--- src/rtl/rv_pkg.sv ---
// Shared RV32 front-end types: instruction word, fetch FSM states, reset vector.
`timescale 1ns/1ps
package rv;

  typedef logic [31:0] RV32_INSTRUCTION;

  typedef enum logic [1:0] {
    FETCH   = 2'd0,  // request presented at pc
    WAIT    = 2'd1,  // one request outstanding, response will be kept
    HOLD    = 2'd2,  // instruction offered to the decoder
    DISCARD = 2'd3   // one request outstanding, response will be dropped
  } fetch_state_e;

  localparam logic [31:0] DEFAULT_RESET_PC = 32'h0000_0000;

endpackage

--- src/rtl/fetch_unit.sv ---
// Single-outstanding instruction fetch: request, wait, hand one word to decode.
// Redirects retarget pc immediately; an in-flight response for a stale
// address is drained in DISCARD so it never reaches the decoder.
`timescale 1ns/1ps
module fetch_unit
  import rv::*;
#(
  parameter logic [31:0] RESET_PC = DEFAULT_RESET_PC
) (
  input  logic            clk,
  input  logic            rst,
  output logic            imem_req,
  output logic [31:0]     imem_addr,
  input  logic            imem_gnt,
  input  logic            imem_rvalid,
  input  logic [31:0]     imem_rdata,
  input  logic            redirect_valid,
  input  logic [31:0]     redirect_pc,
  output logic            instr_valid,
  input  logic            instr_ready,
  output RV32_INSTRUCTION instruction,
  output logic [31:0]     instr_pc
);

  fetch_state_e state, state_n;
  logic [31:0]  pc, pc_n;
  logic         capture;

  // Low address bits of a redirect target are don't-care.
  logic unused_redirect_lsbs;
  assign unused_redirect_lsbs = ^redirect_pc[1:0];

  assign imem_req    = (state == FETCH);
  assign imem_addr   = pc;
  assign instr_valid = (state == HOLD);

  // Next state / next pc; a redirect overrides any sequential pc advance.
  always_comb begin
    state_n = state;
    pc_n    = pc;
    capture = 1'b0;
    case (state)
      FETCH: begin
        if (imem_gnt) state_n = redirect_valid ? DISCARD : WAIT;
      end
      WAIT: begin
        if (imem_rvalid) begin
          if (redirect_valid) begin
            state_n = FETCH;
          end else begin
            state_n = HOLD;
            capture = 1'b1;
            pc_n    = pc + 32'd4;
          end
        end else if (redirect_valid) begin
          state_n = DISCARD;
        end
      end
      HOLD: begin
        if (redirect_valid || instr_ready) state_n = FETCH;
      end
      DISCARD: begin
        if (imem_rvalid) state_n = FETCH;
      end
      default: state_n = FETCH;
    endcase
    if (redirect_valid) pc_n = {redirect_pc[31:2], 2'b00};
  end

  // State, pc and the decoder-facing instruction register.
  always_ff @(posedge clk or posedge rst) begin
    if (rst) begin
      state       <= FETCH;
      pc          <= {RESET_PC[31:2], 2'b00};
      instruction <= '0;
      instr_pc    <= '0;
    end else begin
      state <= state_n;
      pc    <= pc_n;
      if (capture) begin
        instruction <= imem_rdata;
        instr_pc    <= pc;
      end
    end
  end

`ifndef SYNTHESIS
  // A response is only legal while a request is actually outstanding.
  rvalid_in_window: assert property (@(posedge clk) disable iff (rst)
    imem_rvalid |-> (state == WAIT || state == DISCARD));
`endif

endmodule

--- config.mk ---
export PLATFORM = sky130hd
export DESIGN_NAME = fetch_unit
export DESIGN_NICKNAME = d
export VERILOG_FILES = /design/src/rtl/rv_pkg.sv /design/src/rtl/fetch_unit.sv
export SDC_FILE = /design/constraint.sdc
export NUM_CORES = 1
export LEC_CHECK = 0
export CAP_MARGIN = 20
export CORE_MARGIN = 3
export CORE_UTILIZATION = 30
export DETAILED_ROUTE_END_ITERATION = 6
export GPL_ROUTABILITY_DRIVEN = 0
export PLACE_DENSITY = 0.66
export REMOVE_ABC_BUFFERS = 1
export SYNTH_ARGS = -nofsm -noshare
export SYNTH_HDL_FRONTEND = slang
export SYNTH_SLANG_ARGS = --single-unit
--- constraint.sdc ---
create_clock -name clk -period 9 [get_ports clk]
set_input_delay 2.7 -clock clk [delete_from_list [all_inputs] [get_ports clk]]
set_output_delay 2.7 -clock clk [all_outputs]
set_load 0.01 [all_outputs]
## Word-level counts from Yosys, hierarchy flattened

Index checks and enable logic that the tools add are counted.

| word-level totals | value |
|---|---|
| bits in registers | 98 |
| input port bits | 70 |
| output and inout port bits | 98 |
| logic and storage cells | 32 |

| cells by class | value |
|---|---|
| $add $sub $neg | 1 |
| eq/ne operators | 7 |
| multiplexer cells | 14 |
| reduce and logical (&&, ||, !) cells | 6 |

Operators with widths:

| operator | count |
|---|---|
| 2-to-1 mux 32 bit | 3 |
| adder 32 x 3 -> 32 bit, second input constant | 1 |
| 2-to-1 mux 2 bit | 7 |
| case mux 2 bit (4 select lines) | 1 |
| == test 2 bit, second input constant | 2 |
| inequality test 2 x 1 -> 1 bit, second input constant | 2 |
| AND reduction 4 bit | 1 |
| nonzero test 2 bit | 2 |
| 2-to-1 mux 1 bit | 3 |
| inequality test 3 bit, second input constant | 1 |
| == test 2 x 1 -> 1 bit, second input constant | 1 |
| logical NOT 2 bit | 1 |
| inequality test 2 bit, second input constant | 1 |
| AND reduction 2 bit | 1 |
| logical OR 1 bit | 1 |

## Longest topological paths before layout

Gate-level depths: netlist of run 1.

| logic depth | value |
|---|---|
| depth after elaboration | 4 |
| gate-level depth with buffers | 7 |
| gate-level depth less buffers | 5 |

## Worst setup path before layout of run 1

Ideal clock, no wire load.

| timing path | value |
|---|---|
| path kind | input to register |
| start point | in imem_rvalid |
| end point | reg instruction[0] |
| library setup time | 0.125 ns |
| arrival | 3.872 ns |
| required time | 8.875 ns |
| path slack | 5.003 ns |
| stages | 6 |
| path buffers | 3 |
| cells stage by stage | and3b_1 > buf_6 > and2_1 > clkbuf_1 > buf_2 > mux2_2 |

| between the ends | value |
|---|---|
| cells in the longest elaborated chain, start to end | 2 |

Ends and longest elaborated chain:

| item | RTL line | RTL |
|---|---|---|
| from (decl) | fetch_unit.sv:15 | `input logic imem_rvalid,` |
| 2-to-1 mux 1 bit | fetch_unit.sv:47 | `if (imem_rvalid) begin` |
| 2-to-1 mux 1 bit | fetch_unit.sv:42 | `case (state)` |
| to (signal assigned) | fetch_unit.sv:81 | `instruction <= imem_rdata;` |
| to (decl) | fetch_unit.sv:21 | `output RV32_INSTRUCTION instruction,` |

No other way between the ends.
A chain may end at the register's enable or synchronous reset.

## Worst setup path after layout of run 1

| timing path | value |
|---|---|
| start point | in redirect_valid |
| end point | reg instruction[7] |

| between the ends | value |
|---|---|
| cells in the longest elaborated chain, start to end | 3 |

Ends and longest elaborated chain:

| item | RTL line | RTL |
|---|---|---|
| from (decl) | fetch_unit.sv:17 | `input logic redirect_valid,` |
| 2-to-1 mux 1 bit | fetch_unit.sv:48 | `if (redirect_valid) begin` |
| 2-to-1 mux 1 bit | fetch_unit.sv:47 |  |
| 2-to-1 mux 1 bit | fetch_unit.sv:42 |  |

No other way between the ends.

==> impl_metrics.yaml, run 1 <==
run_status:
  outcome: "completed"
route:
  drt.antenna.violating_nets: 0
  vias: 3412
  drc: 0
  wl_per_cell_um: 16.3
  vias_per_cell: 4.88
  finalWirelength_um: 11400
  first_pass_iters: 4
  drt-initial-drc-count: 138
floorplan:
  initial_core_util: 0.309
  die_area_um2: 15800
  coreArea_um2: 13900
  die_h_um: 126
  rows: 43
  die_w_um: 126
  ioPinCount: 168
finish:
  syn_to_final_growth_pct: 47.4
  multi_input_area_um2: 1780
  final_nets: 586
  final_core_util: 0.455
  diodes: 0
  n_fill_cell: 1304
  drive_gt1_frac: 0.171
  seq_area_um2: 2350
power:
  peakVddDrop_mv: 0.117
  cellLeakagePower_nw: 2.48
  p_per_area_nw_per_um2: 276
timing:
  period_needed_ns: 5.44
  worst_pin_slew_ns: 0.807
  finClkSkew_ns: 0.00740
  period_share: 0.605
  setup_tns_ns: 0
  max_clock_freq_ghz: 0.184
  rsz0062_at_grt: "false"
  setup_viol: 0
  relSlewSlack: 0.457
  final_max_slew_viol_count: 0
  hold_violations: 0
clock_network:
  clockRootBuffer: "clkbuf_16"
  clk_latency_ns: 0.34
  cts.clk_slew.worst_paths_ns: 0.06
  cts_setup_buffers: 0
  cts_resized: 0
  cts_tree: "done"
  numCtsBuffers: 9
  clock-sinks: 94
  hold_buffers: 0
  htreeDepth: 3
  clock_path_buffers: 2
setup_path:
  required_ns: 9.22
  cp_num_cells: 6
  cp-start-kind: "input port"
  cp_max_fo: 39
  critPathMostFrequentCell: "buf_4"
  crit_chain: "clkdlybuf4s50_1, buf_4, inv_1, and2_2, buf_4, mux2_2"
  crit_buf_inv: 4
  worstSetupPathType: "in -> reg"
  slowest_stage: "and2_2"
  cp-end-kind: "flop"
  slowest_delay_ns: 0.72
  reg2regPathDepth: 4
  cpLargestDelayFamily: "buffers and inverters"
  cp.arrival_ns: 5.66
yosys:
  netlist_instances: 364
  synth.area.top_cells: "dfrtp_1 (55%), mux2_2 (16%), nand2_1 (2.4%)"
  ys_ff_latch: 94
  synth_top_area_share: 0.547
  ys.warnings.count: 0
  synth_top_area_cell: "dfrtp_1"
  synth.distinct_cells: 43
  avgSynthCellArea_um2: 11.8
  synth_area_um2: 4300
  yosysSeqAreaShare: 0.547
run:
  drv_cap: 0
global_routing:
  grt-ovfl-total: 0
  grt_pass1_wl_um: 19000
  antenna_found_initial: 0
  grt_pass1_vias: 3563
  grt_max_degree: 59
  grt.total_usage: 0.151
hold_path:
  hold_class: "reg -> reg"
  holdPathStages: 1
placement:
  dp_hpwl_um: 8450
  portBuffers: 161
-- report_power, final --
group          switching (mW)  total [mW]  leakage [nW]  internal [mW]
clock                   0.156       0.412         0.161          0.256
combinational           0.233       0.652          1.20          0.420
sequential              0.103       0.682          1.12          0.579
-- logic make-up (layout without fill, tap and decap cells) --
logic type,after synthesis,after routing,synth area share
compound gates,46,46,0.0687
flops,94,94,0.547
simple gates,111,111,0.143
xor+xnor,14,14,0.0285
buf+inv,33,185,0.0425
mux,64,64,0.167
fa+ha+maj,1,1,0.00291
other cells,1,4,0.000872
-- worst reg2reg max path: stages (launching register included) --
cell	delay, ns
dfrtp_1	0.50
and3b_1	0.45
and2_2	0.66
buf_4	0.55
mux2_2	0.42
-- layer usage --
layer | share of wire | routed length (um) | GRT usage | vias to the layer above
li1 | - | - | - | 1626
met1 | 0.43 | 4900 | 0.192 | 1674
met2 | 0.50 | 5710 | 0.250 | 98
met3 | 0.056 | 634 | 0.0344 | 14
met4 | 0.015 | 174 | 0.0574 | 0
met5 | 0 | 0 | 0 | -
-- cells in the final DEF (no fill, tap or decap), types with 9 or more instances in the layout --
| cell | synthesis | layout |
|---|---|---|
| nor2_1 | 18 | 18 |
| or4_1 | 11 | 11 |
| nand2_1 | 27 | 27 |
| nand3_1 | 12 | 12 |
| clkdlybuf4s50_1 | 0 | 161 |
| o31ai_1 | 10 | 10 |
| nand4_1 | 14 | 14 |
| a31oi_1 | 13 | 13 |
| o21ai_0 | 16 | 16 |
| dfrtp_1 | 94 | 94 |
| xnor2_1 | 9 | 9 |
| clkbuf_16 | 0 | 9 |
| mux2_2 | 62 | 62 |
-- per-stage QoR --
| stage | worst slack [ns] | hold slack [ns] | cells | instance area [um^2] | total power, mW |
|---|---|---|---|---|---|
| floorplan | 3.77 | 0.551 | 340 | 4150 | 0.944 |
| global placement | 3.21 | 0.488 | 684 | 6010 | 1.33 |
| detailed placement | 3.14 | 0.494 | 684 | 6010 | 1.35 |
| CTS | 3.51 | 0.509 | 699 | 6340 | 1.78 |
| global route | 3.30 | 0.520 | 699 | 6340 | 1.85 |
| finish | 3.56 | 0.503 | 699 | 6340 | 1.75 |
-- state kept, by name (all words and copies together) (netlist names) --
signal	count
instruction	32
state	2
imem_addr	30
instr_pc	30
-- synth_stat cells, drive strengths merged --
cell and instances:
o31ai 10, or4 12, nor2 18, nor4 4
a311oi 1, a32o 1, nor3 5, and4b 1
nand3 12, dlymetal6s2s 1, dlygate4sd1 1, buf 18
dfrtp 94, conb 1, nand4 15, mux2 62
and3 4, clkbuf 7, inv 6, ha 1
a311o 1, nand4b 2, and3b 1, a31o 2
xnor2 9, or3 3, a31oi 13, o211ai 1
nand2 27, a21oi 1, o21ai 16, and4 5
and2 2, mux2i 2, xor2 5
-- path summary, 6_finish.rpt --
| check | endpoint | from | slack (ns) |
|---|---|---|---|
| worst max-delay path | instruction[7]$_DFFE_PP0P_ | redirect_valid | 3.56 |
| worst min-delay path | instruction[4]$_DFFE_PP0P_ | instruction[4]$_DFFE_PP0P_ | 0.50 |
| worst max register to register | instruction[7]$_DFFE_PP0P_ | state[0]$_DFFE_PP0P_ | 6.30 |
| worst min register to register | instruction[4]$_DFFE_PP0P_ | instruction[4]$_DFFE_PP0P_ | 0.50 |
| max in group asynchronous | instruction[22]$_DFFE_PP0P_ | rst | 5.13 |
| min in group asynchronous | instruction[19]$_DFFE_PP0P_ | rst | 2.73 |
-- cell type report --
class                      instances  area share
sequential                        94       0.371
multi-input combinational        240       0.281
timing repair buffer             164       0.258
clock buffer                      11      0.0399
tap                              180      0.0355
clock inverter                     4      0.0111
inverter                           6     0.00395
No activity file was read; power rests on OpenSTA's default activity.
==> run 2: changes to the inputs <==
clock period = 5.05 ns   (was 9 ns; I/O delays follow)
==> run 2 against run 1 <==
Net effect:
- clock-buffer cell count down 1
- first-iteration DRC count is 20% higher
- core utilization up 0.46 points
- register-to-register slack lost 3.7 ns
- via count rose by 1.9%
- worst setup slack worse by 2.2 ns
- non-clock buffer count grew 2
- critical path type unchanged
==> impl_metrics.yaml, run 2 (synthesis results as in run 1) <==
run_status:
  outcome: "completed"
clock_network:
  cts_setup_buffers: 0
  cts_tree: "done"
  clock-sinks: 94
  cts_resized: 0
  numCtsBuffers: 9
  clockRootBuffer: "clkbuf_16"
  clk_latency_ns: 0.34
  htreeDepth: 3
  hold_buffers: 0
  clock_path_buffers: 2
  cts.clk_slew.worst_paths_ns: 0.06
floorplan:
  initial_core_util: 0.309
  ioPinCount: 168
  die_area_um2: 15800
  coreArea_um2: 13900
  rows: 43
  die_h_um: 126
  die_w_um: 126
setup_path:
  slowest_delay_ns: 0.66
  timing.rr.start: "state[0]$_DFFE_PP0P_"
  slowest_stage: "and2_2"
  cp-end-kind: "flop"
  cp-start-kind: "input port"
  required_ns: 5.27
  crit_chain: "clkdlybuf4s50_1, and3b_1, and2_2, buf_12, mux2_2"
  cp_max_fo: 37
  cp.arrival_ns: 3.90
  worstSetupPathType: "in -> reg"
  crit_start: "imem_rvalid"
global_routing:
  grt.total_usage: 0.154
  grt-ovfl-total: 0
  grt_max_degree: 84
  grt_pass1_vias: 3645
  antenna_found_initial: 0
  grt_pass1_wl_um: 19600
timing:
  rsz0062_at_grt: "false"
  hold_violations: 0
  final_max_slew_viol_count: 0
  finClkSkew_ns: 0.00818
  setup_tns_ns: 0
  period_share: 0.730
  period_needed_ns: 3.68
  worst_pin_slew_ns: 0.764
  setup_viol: 0
  max_clock_freq_ghz: 0.271
  relSlewSlack: 0.486
route:
  drc: 0
  drt.antenna.violating_nets: 0
  vias: 3476
  first_pass_iters: 4
  wl_per_cell_um: 16.8
  finalWirelength_um: 11800
  vias_per_cell: 4.95
  drt-initial-drc-count: 166
run:
  drv_cap: 0
finish:
  most-common-layout-cells: "clkdlybuf4s50_1 (161), dfrtp_1 (94), mux2_2 (62)"
  final_common_cell: "clkdlybuf4s50_1"
  syn_to_final_growth_pct: 48.9
  final_nets: 588
  diodes: 0
  largest-register: "instruction"
  drive_gt1_frac: 0.174
  n_fill_cell: 1315
  largest_reg_flops: 32
placement:
  portBuffers: 161
  dp_hpwl_um: 8510
power:
  p_per_area_nw_per_um2: 494
  peakVddDrop_mv: 0.192
  cellLeakagePower_nw: 2.50
  power_mw: 3.16
hold_path:
  hold_class: "reg -> reg"
  worstHoldStart: "instruction[4]$_DFFE_PP0P_"
[run 2: changes by cell type in the layout (fill, tap and decap cells not counted)]
cell and change:
buf_12 +1, bufinv_16 +1, clkinv_2 -1, clkbuf_1 +1, buf_16 +1, clkbuf_8 -2, clkinvlp_4 +2
[run 2: per-layer routing]
layer,share of wire,GRT usage,routed length (um),vias to the layer above
met4,0.019,0.0548,219,0
met5,0,0,0,-
met1,0.43,0.198,5080,1726
met2,0.50,0.257,5850,101
met3,0.052,0.0344,611,15
li1,-,-,-,1634
[run 2: where the power goes]
part	internal, mW	leakage, nW	switching, mW
registers	1.03	1.12	0.182
clock network	0.483	0.159	0.293
logic	0.753	1.22	0.417
[run 2: area by class of cell]
class	count	area, um^2	area share
sequential	94	2350	0.367
multi-input combinational	240	1780	0.278
timing repair buffer	166	1680	0.263
clock buffer	10	229	0.0358
tap	180	225	0.0352
clock inverter	6	110	0.0172
inverter	6	25.0	0.00391
[run 2: metrics by stage]
step	cell area [um^2]	std cells	utilization	worst slack, ns	hold slack, ns
CTS	6370	701	0.457	1.33	0.510
global placement	6030	685	0.433	1.05	0.488
detailed placement	6030	685	0.433	0.969	0.495
finish	6400	702	0.459	1.37	0.502
floorplan	4150	340	-	1.01	0.551
global route	6400	702	0.459	1.24	0.518
[run 2: path summary, 6_finish.rpt]
kind | endpoint | slack (ns) | depth (start not counted)
min in group asynchronous | instruction[13]$_DFFE_PP0P_ | 1.50 | 2
worst max-delay path | instruction[14]$_DFFE_PP0P_ | 1.37 | 5
worst max register to register | instruction[14]$_DFFE_PP0P_ | 2.62 | 4
worst min register to register | instruction[4]$_DFFE_PP0P_ | 0.50 | 1
worst min-delay path | instruction[4]$_DFFE_PP0P_ | 0.50 | 1
max in group asynchronous | imem_addr[11]$_DFFE_PP0P_ | 2.72 | 4
[run 2: worst max-delay path, delay by kind of cell]
family | cells | cell delay, ns
buf+inv | 2 | 0.89
simple gates | 2 | 1.11
mux | 1 | 0.37
